## config.mk

```make
export PLATFORM = sky130hd
export DESIGN_NAME = blob_centroid_tracker
export DESIGN_NICKNAME = d
export VERILOG_FILES = /design/src/rtl/blob_centroid_tracker.sv
export SDC_FILE = /design/constraint.sdc
export NUM_CORES = 2
export LEC_CHECK = 0
export ABC_AREA = 1
export BUFFER_PORTS_ARGS = -buffer_cell sky130_fd_sc_hd__buf_2
export CAP_MARGIN = 20
export CORE_MARGIN = 1
export CORE_UTILIZATION = 65
export DETAILED_ROUTE_END_ITERATION = 8
export PLACE_DENSITY = 0.82
export SYNTH_ARGS = -nofsm -noshare
export SYNTH_HDL_FRONTEND = slang
export SYNTH_SLANG_ARGS = --single-unit
```

## constraint.sdc

```tcl
create_clock -name iCLK -period 17.2 [get_ports iCLK]
set_input_delay 3.44 -clock iCLK [delete_from_list [all_inputs] [get_ports iCLK]]
set_output_delay 3.44 -clock iCLK [all_outputs]
set_load 0.01 [all_outputs]
```

## src/rtl/blob_centroid_tracker.sv

```systemverilog
// Per-channel blob centroid tracker over a raster mask stream.
// Optional bounding box enabled by defining BLOB_CENTROID_BBOX_EN.
module blob_centroid_tracker #(
  parameter int IMG_W       = 640,
  parameter int IMG_H       = 480,
  parameter int NUM_CH      = 2,
  parameter int MIN_ROW_PIX = 4,
  parameter int MIN_ROWS    = 4,
  localparam int CW = $clog2(IMG_W),
  localparam int RW = $clog2(IMG_H),
  localparam int PW = $clog2(IMG_W * IMG_H + 1),
  localparam int HW = (NUM_CH > 1) ? $clog2(NUM_CH) : 1
) (
  input  logic              iCLK,
  input  logic              iRST,
  input  logic              iDVAL,
  input  logic [NUM_CH-1:0] iMask,
  input  logic              iREADY,
  output logic              oVALID,
  output logic [HW-1:0]     oChan,
  output logic [CW-1:0]     oCol,
  output logic [RW-1:0]     oRow,
  output logic [PW-1:0]     oCount,
  output logic              oPresent,
  output logic              oDROP,
  output logic [CW-1:0]     oXMin,
  output logic [CW-1:0]     oXMax,
  output logic [RW-1:0]     oYMin,
  output logic [RW-1:0]     oYMax
);

  localparam int XW = PW + CW;
  localparam int YW = PW + RW;
  localparam int NW = CW + 1;
  localparam int SW = 2 * CW;
  localparam int AW = RW + 1;
  localparam int DW = (CW > RW) ? CW : RW;
  localparam int KW = $clog2(DW) + 1;

  typedef enum logic [1:0] {
    IDLE, DIV_X, DIV_Y, OUT
  } state_t;

  state_t state;

  logic [CW-1:0] col;
  logic [RW-1:0] row;
  logic          sol, eol, eof, sof, snap;

  assign sol  = (col == '0);
  assign eol  = iDVAL && (col == CW'(IMG_W - 1));
  assign eof  = eol && (row == RW'(IMG_H - 1));
  assign sof  = iDVAL && sol && (row == '0);
  assign snap = eof && (state == IDLE);

  logic [NW-1:0] row_cnt [NUM_CH];
  logic [NW-1:0] rc_n    [NUM_CH];
  logic [SW-1:0] row_xs  [NUM_CH];
  logic [SW-1:0] rx_n    [NUM_CH];
  logic [XW-1:0] fx      [NUM_CH];
  logic [XW-1:0] fx_n    [NUM_CH];
  logic [YW-1:0] fy      [NUM_CH];
  logic [YW-1:0] fy_n    [NUM_CH];
  logic [PW-1:0] fc      [NUM_CH];
  logic [PW-1:0] fc_n    [NUM_CH];
  logic [AW-1:0] ar      [NUM_CH];
  logic [AW-1:0] ar_n    [NUM_CH];
  logic          qual    [NUM_CH];

  logic [XW-1:0] bx [NUM_CH];
  logic [YW-1:0] by [NUM_CH];
  logic [PW-1:0] bc [NUM_CH];
  logic          bp [NUM_CH];

  logic [HW-1:0] ch, nxt;
  logic [KW-1:0] k;
  logic [PW-1:0] rem, rem_n;
  logic [DW-1:0] q, q_n;
  logic [CW-1:0] qx;
  logic [PW:0]   trial, dvs;
  logic          dbit, ge, ld_abs, ld_pres;

  // Raster position: advances only on valid pixels
  always_ff @(posedge iCLK) begin
    if (iRST) begin
      col <= '0;
      row <= '0;
    end else if (iDVAL) begin
      if (col == CW'(IMG_W - 1)) begin
        col <= '0;
        row <= (row == RW'(IMG_H - 1)) ? '0 : row + RW'(1);
      end else begin
        col <= col + CW'(1);
      end
    end
  end

  // Next row/frame sums including the current pixel
  always_comb begin
    for (int c = 0; c < NUM_CH; c++) begin
      rc_n[c] = (sol ? '0 : row_cnt[c]) + NW'(iMask[c]);
      rx_n[c] = (sol ? '0 : row_xs[c]) + (iMask[c] ? SW'(col) : '0);
      qual[c] = eol && (rc_n[c] >= NW'(MIN_ROW_PIX));
      fx_n[c] = (sof ? '0 : fx[c]) + (qual[c] ? XW'(rx_n[c]) : '0);
      fy_n[c] = (sof ? '0 : fy[c])
              + (qual[c] ? YW'(row) * YW'(rc_n[c]) : '0);
      fc_n[c] = (sof ? '0 : fc[c]) + (qual[c] ? PW'(rc_n[c]) : '0);
      ar_n[c] = (sof ? '0 : ar[c]) + AW'(qual[c]);
    end
  end

  // Row and frame accumulators
  always_ff @(posedge iCLK) begin
    if (iRST) begin
      for (int c = 0; c < NUM_CH; c++) begin
        row_cnt[c] <= '0;
        row_xs[c]  <= '0;
        fx[c]      <= '0;
        fy[c]      <= '0;
        fc[c]      <= '0;
        ar[c]      <= '0;
      end
    end else if (iDVAL) begin
      for (int c = 0; c < NUM_CH; c++) begin
        row_cnt[c] <= rc_n[c];
        row_xs[c]  <= rx_n[c];
        fx[c]      <= fx_n[c];
        fy[c]      <= fy_n[c];
        fc[c]      <= fc_n[c];
        ar[c]      <= ar_n[c];
      end
    end
  end

  // Result bank captured at frame end when the FSM is free
  always_ff @(posedge iCLK) begin
    if (iRST) begin
      for (int c = 0; c < NUM_CH; c++) begin
        bx[c] <= '0;
        by[c] <= '0;
        bc[c] <= '0;
        bp[c] <= 1'b0;
      end
    end else if (snap) begin
      for (int c = 0; c < NUM_CH; c++) begin
        bx[c] <= fx_n[c];
        by[c] <= fy_n[c];
        bc[c] <= fc_n[c];
        bp[c] <= (ar_n[c] >= AW'(MIN_ROWS));
      end
    end
  end

  // Restoring divider step, one quotient bit per cycle
  always_comb begin
    nxt   = ch + HW'(1);
    dbit  = (state == DIV_Y) ? |(by[ch] & (YW'(1) << k))
                             : |(bx[ch] & (XW'(1) << k));
    trial = {rem, dbit};
    dvs   = {1'b0, bc[ch]};
    ge    = (trial >= dvs);
    rem_n = ge ? PW'(trial - dvs) : PW'(trial);
    q_n   = (q << 1) | DW'(ge);
    ld_abs  = (state == DIV_X) && !bp[ch];
    ld_pres = (state == DIV_Y) && (k == '0);
  end

  // Channel sequencer, divider and registered result outputs
  always_ff @(posedge iCLK) begin
    if (iRST) begin
      state    <= IDLE;
      ch       <= '0;
      k        <= '0;
      rem      <= '0;
      q        <= '0;
      qx       <= '0;
      oVALID   <= 1'b0;
      oChan    <= '0;
      oCol     <= '0;
      oRow     <= '0;
      oCount   <= '0;
      oPresent <= 1'b0;
      oDROP    <= 1'b0;
    end else begin
      oDROP <= eof && (state != IDLE);
      unique case (state)
        IDLE: begin
          if (snap) begin
            state <= DIV_X;
            ch    <= '0;
            k     <= KW'(CW - 1);
            q     <= '0;
            rem   <= PW'(fx_n[0] >> CW);
          end
        end
        DIV_X: begin
          if (!bp[ch]) begin
            state    <= OUT;
            oVALID   <= 1'b1;
            oChan    <= ch;
            oCol     <= '0;
            oRow     <= '0;
            oCount   <= '0;
            oPresent <= 1'b0;
          end else if (k == '0) begin
            qx    <= CW'(q_n);
            state <= DIV_Y;
            k     <= KW'(RW - 1);
            q     <= '0;
            rem   <= PW'(by[ch] >> RW);
          end else begin
            rem <= rem_n;
            q   <= q_n;
            k   <= k - KW'(1);
          end
        end
        DIV_Y: begin
          rem <= rem_n;
          q   <= q_n;
          if (k == '0) begin
            state    <= OUT;
            oVALID   <= 1'b1;
            oChan    <= ch;
            oCol     <= qx;
            oRow     <= RW'(q_n);
            oCount   <= bc[ch];
            oPresent <= 1'b1;
          end else begin
            k <= k - KW'(1);
          end
        end
        OUT: begin
          if (iREADY) begin
            oVALID <= 1'b0;
            if (ch == HW'(NUM_CH - 1)) begin
              state <= IDLE;
            end else begin
              ch    <= nxt;
              state <= DIV_X;
              k     <= KW'(CW - 1);
              q     <= '0;
              rem   <= PW'(bx[nxt] >> CW);
            end
          end
        end
        default: state <= IDLE;
      endcase
    end
  end

`ifdef BLOB_CENTROID_BBOX_EN
  logic [CW-1:0] rxmin  [NUM_CH];
  logic [CW-1:0] rxmax  [NUM_CH];
  logic [CW-1:0] rxmin_n[NUM_CH];
  logic [CW-1:0] rxmax_n[NUM_CH];
  logic [CW-1:0] fxmin  [NUM_CH];
  logic [CW-1:0] fxmax  [NUM_CH];
  logic [RW-1:0] fymin  [NUM_CH];
  logic [RW-1:0] fymax  [NUM_CH];
  logic [CW-1:0] fxmin_n[NUM_CH];
  logic [CW-1:0] fxmax_n[NUM_CH];
  logic [RW-1:0] fymin_n[NUM_CH];
  logic [RW-1:0] fymax_n[NUM_CH];
  logic [CW-1:0] fxmin_b[NUM_CH];
  logic [CW-1:0] fxmax_b[NUM_CH];
  logic [RW-1:0] fymin_b[NUM_CH];
  logic [RW-1:0] fymax_b[NUM_CH];
  logic [CW-1:0] rxmin_b[NUM_CH];
  logic [CW-1:0] rxmax_b[NUM_CH];
  logic [CW-1:0] bxmin  [NUM_CH];
  logic [CW-1:0] bxmax  [NUM_CH];
  logic [RW-1:0] bymin  [NUM_CH];
  logic [RW-1:0] bymax  [NUM_CH];

  // Row extents merged into the frame box on qualifying rows only
  always_comb begin
    for (int c = 0; c < NUM_CH; c++) begin
      rxmin_b[c] = sol ? '1 : rxmin[c];
      rxmax_b[c] = sol ? '0 : rxmax[c];
      rxmin_n[c] = (iMask[c] && col < rxmin_b[c]) ? col : rxmin_b[c];
      rxmax_n[c] = iMask[c] ? col : rxmax_b[c];
      fxmin_b[c] = sof ? '1 : fxmin[c];
      fxmax_b[c] = sof ? '0 : fxmax[c];
      fymin_b[c] = sof ? '1 : fymin[c];
      fymax_b[c] = sof ? '0 : fymax[c];
      fxmin_n[c] = (qual[c] && rxmin_n[c] < fxmin_b[c])
                 ? rxmin_n[c] : fxmin_b[c];
      fxmax_n[c] = (qual[c] && rxmax_n[c] > fxmax_b[c])
                 ? rxmax_n[c] : fxmax_b[c];
      fymin_n[c] = (qual[c] && row < fymin_b[c]) ? row : fymin_b[c];
      fymax_n[c] = (qual[c] && row > fymax_b[c]) ? row : fymax_b[c];
    end
  end

  // Bounding box tracking, banking and output registers
  always_ff @(posedge iCLK) begin
    if (iRST) begin
      for (int c = 0; c < NUM_CH; c++) begin
        rxmin[c] <= '1;
        rxmax[c] <= '0;
        fxmin[c] <= '1;
        fxmax[c] <= '0;
        fymin[c] <= '1;
        fymax[c] <= '0;
        bxmin[c] <= '0;
        bxmax[c] <= '0;
        bymin[c] <= '0;
        bymax[c] <= '0;
      end
      oXMin <= '0;
      oXMax <= '0;
      oYMin <= '0;
      oYMax <= '0;
    end else begin
      if (iDVAL) begin
        for (int c = 0; c < NUM_CH; c++) begin
          rxmin[c] <= rxmin_n[c];
          rxmax[c] <= rxmax_n[c];
          fxmin[c] <= fxmin_n[c];
          fxmax[c] <= fxmax_n[c];
          fymin[c] <= fymin_n[c];
          fymax[c] <= fymax_n[c];
        end
      end
      if (snap) begin
        for (int c = 0; c < NUM_CH; c++) begin
          bxmin[c] <= fxmin_n[c];
          bxmax[c] <= fxmax_n[c];
          bymin[c] <= fymin_n[c];
          bymax[c] <= fymax_n[c];
        end
      end
      if (ld_abs) begin
        oXMin <= '0;
        oXMax <= '0;
        oYMin <= '0;
        oYMax <= '0;
      end else if (ld_pres) begin
        oXMin <= bxmin[ch];
        oXMax <= bxmax[ch];
        oYMin <= bymin[ch];
        oYMax <= bymax[ch];
      end
    end
  end
`else
  assign oXMin = '0;
  assign oXMax = '0;
  assign oYMin = '0;
  assign oYMax = '0;
`endif

endmodule

```

; Word level (Yosys, flattened, before mapping)
; Memory sizes are Yosys's and may differ from the RTL's. A register that Yosys moved wholly into a read port is not among the register bits.
; Cells that the tools add are included.
[word_totals]
inputBits = 6
out_inout_bits = 80
ff_bits = 107
mem_count = 10
elab_cells = 221
ramBits = 388
[op_classes]
n_addsub = 17
eq_ne = 13
order_cmp = 5
bitwise = 23
reduce_logical = 26
mux = 108
n_shift = 2
n_mul = 2
[mem_list]
columns = name, depth, width, rd, rd_ports_with_merged_regs, write_ports, line
row1 = bx, 2, 29, 2, 1, 2, 70  ; logic [XW-1:0] bx [NUM_CH];
row2 = fx, 2, 29, 2, 0, 2, 60  ; logic [XW-1:0] fx [NUM_CH];
row3 = by, 2, 28, 1, 1, 2, 71  ; logic [YW-1:0] by [NUM_CH];
row4 = fy, 2, 28, 2, 0, 2, 62  ; logic [YW-1:0] fy [NUM_CH];
row5 = row_xs, 2, 20, 2, 0, 2, 58  ; logic [SW-1:0] row_xs [NUM_CH];
row6 = bc, 2, 19, 1, 1, 2, 72  ; logic [PW-1:0] bc [NUM_CH];
row7 = 4 more memories, -, -, -, -, -, -
[op_table]
columns = operator, count
row1 = $mux 19, 14
row2 = $mux 29, 6
row3 = $mux 28, 6
row4 = $mux 20, 8
row5 = $mux 10, 9
row6 = $pmux 19 s4, 1
row7 = $mux 9, 8
row8 = $mux 11, 6
row9 = $add 29x20->29, 2
row10 = $add 28x20->28, 2
row11 = $add 20x10->20, 2
row12 = $mul 9x11->20, 2
row13 = $add 19x11->19, 2
row14 = $pmux 19 s2, 1
row15 = $pmux 9 s4, 1
row16 = $mux 5, 6
row17 = $and 29x29->29, 1
row18 = $mux 1, 29
row19 = $reduce_or 29->1, 1
row20 = $shl 1x5->29 const A, 1
row21 = $and 28x28->28, 1
row22 = $reduce_or 28->1, 1
row23 = $shl 1x5->28 const A, 1
row24 = $add 11x1->11, 2
row25 = other kinds (36), 83

; Logic depth before layout (Yosys ltp)
[logic_depth]
ltp_word = 9
ltp_mapped = 48
ltp_nobuf = 45

; Least setup slack after synthesis
; No wires, ideal clock.
[synth_timing]
kind = input -> register
startpoint = in iDVAL
endpoint = mem bc[0][0] (netlist name), enable pin
required_ns = 16.320
slack_ns = 1.827
setup_ns = 0.880
path_stages = 4
path_buffers = 0
t_arrival_ns = 14.493
path_cell_list = inv_1 > nor2_1 > nand2_1 > o21ai_0
[synth_rtl]
columns = element, line
row1 = "start, declared", 16  ; input logic iDVAL,
row2 = "end, declared", 72

==> results by group <==
Run status
  • Status: complete, no violations

STA
  • Slew Viols, Final: 0
  • Fin crit period: 10.31 ns
  • Period utilisation layout: 0.600
  • Hold Vio Cnt, Final: 0
  • Final worst clock skew: between 0.02 and 0.025 ns
  • Endpoints failing setup: 0
  • Achievable Freq: 0.0970 GHz
  • Slew @ Worst Pin: 1.11 ns
  • Rel. slew slack: 0.258
  • Final setup margin: 6.89 ns
  • TNS Setup: 0 ns
  • Unrepaired setup endpoints after global routing: false

Clock tree
  • Clock sink total: 496
  • CTS tree: yes
  • Clk root buf: clkbuf_16
  • CTS Buf Count: 54
  • Setup Buffers After CTS: 0
  • Number of H-tree levels: 2
  • PostCTS Resize Cnt: 0
  • CTS hold repair buffers: 0
  • Worst skew pair latency: 0.63 ns
  • Clock Pin Slew Worst Setup and Hold Paths: 0.06 ns
  • Clock Tree Buf Depth: 3

Finish
  • Footprint of the multi-input gates: about 21,000 µm²
  • Area grow syn2layout: 5.86%
  • Nets: 5,308
  • Post-layout util: 0.698
  • N_diodes: 0
  • Share of cells above drive strength 1: 0.0471
  • FILL cells: about 4,800
  • Register Area: 13,800 µm²

GRT
  • Number of global-route vias before repair: 31,446
  • Gr ovfl total: 0
  • Initial antenna violation count: 0
  • First-pass GRT wire length: 162,000 µm
  • GRT Overall Usage: 0.341
  • Largest net degree at the start of global routing: approximately 100

Critical path
  • Required time of the critical path: 17.54 ns
  • Worst reg2reg startpoint: col[0]$_SDFFE_PP0P_
  • Critical setup path kind: in -> reg
  • Element type at the critical path start: primary input
  • Reg2Reg Setup Slack: 8.53 ns
  • CP arrival: 10.65 ns
  • Crit-path max cell delay: 0.56 ns
  • R2r worst-path depth: 37
  • Worst R2R End: by[0][26]$_SDFFCE_PN0P_
  • Slowest-stage cell, CP: fa_1
  • Crit path max-delay family: adder cells
  • CP Max Fanout: 11
  • CP Buf/Inv Count: 5
  • CP endpoint kind: register

Placed design
  • Place WS: 6.46 ns
  • DP HPWL: between 70,000 and 80,000 µm
  • Gpl congestion: 0.970
  • Buffers on Ports: 47

Floorplan
  • Die Span Y: 244 µm
  • Initial Util: 0.659
  • Ports: 86
  • Core area: 57,800 µm²
  • Row count: 88
  • DIE WIDTH: ~240 µm
  • Die area: around 60,000 µm²

Power
  • LEAKAGE: between 0.015 and 0.02 µW
  • Total power: around 3400 µW
  • Max IR drop VDD: 74.3 µV
  • Cell area power density: 84.5 nW/µm²

Synth
  • Yosys warning total: 0
  • Seq/Total Area, Yosys: 0.362
  • Number of synthesized flops with an enable pin: a little under 400
  • Share of the synthesized area in the top cell type: 0.306
  • Syn_area_per_cell: ~7.7 µm²
  • Netlist cell types: 52
  • Yosys reg bits: 496
  • Ys async rst share: 0
  • Mapped Area: 38,100 µm²
  • Area leader, netlist: edfxtp_1
  • Most common flop cell mapped by yosys: edfxtp_1
  • Area contributors post-synth: edfxtp_1 31%, nand2_1 9.9%, nor2_1 9.8%
  • Cells after Synth: 4,956

Drt
  • Drt drc: 0
  • First DRT Iteration DRCs: 3,132
  • Antenna viol nets, final: 0
  • Final wirelength: 101,000 µm
  • Iteration count of the initial detailed-routing pass: 6
  • DR vias/cell: 5.66
  • WL/cell: 17.7 µm
  • Vias post-DR: ~32,000

Worst hold path
  • Hold path startpoint: oPresent$_SDFFE_PP0P_
  • Hold/Removal Path Class: reg -> reg
  • Worst Hold End: oPresent$_SDFFE_PP0P_
  • Hold depth: 2

Job
  • Maxcap violations: 0
==> flip-flops by register name, indices dropped and copies added (netlist names), 2 cells and up, named ones only <==
register	flops
q	9
bc	38
by	56
oRow	9
bx	58
ar	20
fy	56
oCol	10
oCount	19
k	5
rem	19
qx	10
bp	2
state	2
fc	38
fx	58
col	10
row_cnt	22
row	9
row_xs	40
==> stage by stage <==
stage	cell area [µm²]	hold WS (ns)	std cells
global route	40300	0.481	5733
finish	40300	0.460	5733
floorplan	38200	0.442	4993
global placement	38700	0.447	5631
detailed placement	38700	0.450	5631
CTS	40300	0.459	5733
==> synthesized netlist by cell type, drive strengths merged, types with 8 or more instances <==
cell and number:
o211ai 8, nand3 200, ha 243, mux2i 19, edfxtp 388, inv 688
o21bai 23, nand3b 13, a211oi 19, dfxtp 108, o21ai 169, nand2 1019
a21o 13, clkbuf 110, nor2 1007, a221oi 8, xor2 121, nand4 48
or2 33, a21oi 293, nor3 49, a31oi 13, buf 89, xnor2 92
fa 137
==> placed cells by master (no fill, tap or decap), drive strengths merged, types with 3 or more instances in the layout <==
| cell type | instances |
|---|---|
| dfxtp | 108 |
| nand3b | 13 |
| nand3 | 200 |
| edfxtp | 388 |
| mux2i | 19 |
| a21oi | 293 |
| o211ai | 8 |
| nor3 | 49 |
| nor2 | 1007 |
| ha | 243 |
| and2 | 7 |
| o21bai | 23 |
| buf | 72 |
| nand2 | 1019 |
| inv | 691 |
| or2 | 33 |
| xnor2 | 92 |
| a2111oi | 3 |
| a21boi | 4 |
| nand4 | 48 |
| nor4 | 6 |
| clkbuf | 69 |
| conb | 38 |
| a211oi | 19 |
| fa | 137 |
| clkinv | 31 |
| and3 | 3 |
| clkinvlp | 3 |
| o21a | 4 |
| a31oi | 13 |
| a21o | 13 |
| a221oi | 8 |
| xor2 | 121 |
| o21ai | 169 |
| a221o | 3 |
==> worst max-delay path by stage <==
stage              from                 endpoint  slack (ns)  cells after the start
2_1_floorplan     iDVAL   bc[0][0]$_SDFFCE_PN0P_        1.83                      4
3_3_place_gp   iMask[1]  fy[0][50]$_SDFFCE_PN0P_        6.69                     37
3_5_place_dp   iMask[0]  by[0][26]$_SDFFCE_PN0P_        6.46                     32
4_1_cts        iMask[0]  by[0][26]$_SDFFCE_PN0P_        7.06                     32
5_1_grt        iMask[0]  by[0][26]$_SDFFCE_PN0P_        6.34                     35
6_report       iMask[0]  by[0][26]$_SDFFCE_PN0P_        6.89                     32
==> worst register-to-register path: cells and delay by family, from the launching register on <==
family | cells | cell delay, ns
adders and majority gates | 9 | 3.56
AOI/OAI and AO/OA | 6 | 1.16
buffers and inverters | 6 | 0.74
and+or+nand+nor | 15 | 2.27
DFF | 1 | 0.41
xor gates and xnor gates | 1 | 0.22
==> area by class of cell <==
class,count,share of cell area
multi-input cells,3604,0.517
flip-flops and latches,496,0.342
well taps,765,0.0237
repair buffers,72,0.0105
clock buffers,69,0.0357
inverters,694,0.0648
clock inverters,33,0.00626
==> power by group <==
part | total, µW | leakage [µW] | switching (µW) | internal [µW]
Combinational | 821 | 0.0123 | 583 | 237
Clock | 1130 | 0.000825 | 508 | 625
Sequential | 1450 | 0.00494 | 64.4 | 1390
==> logic make-up after synthesis <==
logic type,synth area share
adders and majority gates,0.152
other,0.0000984
buffers and inverters,0.0951
and+or+nand+nor,0.254
AOI/OAI and AO/OA,0.0815
DFF,0.362
muxes,0.00499
xor gates and xnor gates,0.0499
==> metal layers <==
layer,up-vias,track usage,share of wire
met4,0,0.162,0.051
met5,-,0,0
met2,1293,0.570,0.47
met3,252,0.0433,0.074
met1,15214,0.442,0.40
li1,15699,-,-
No activity file was read; power rests on OpenSTA's default activity.
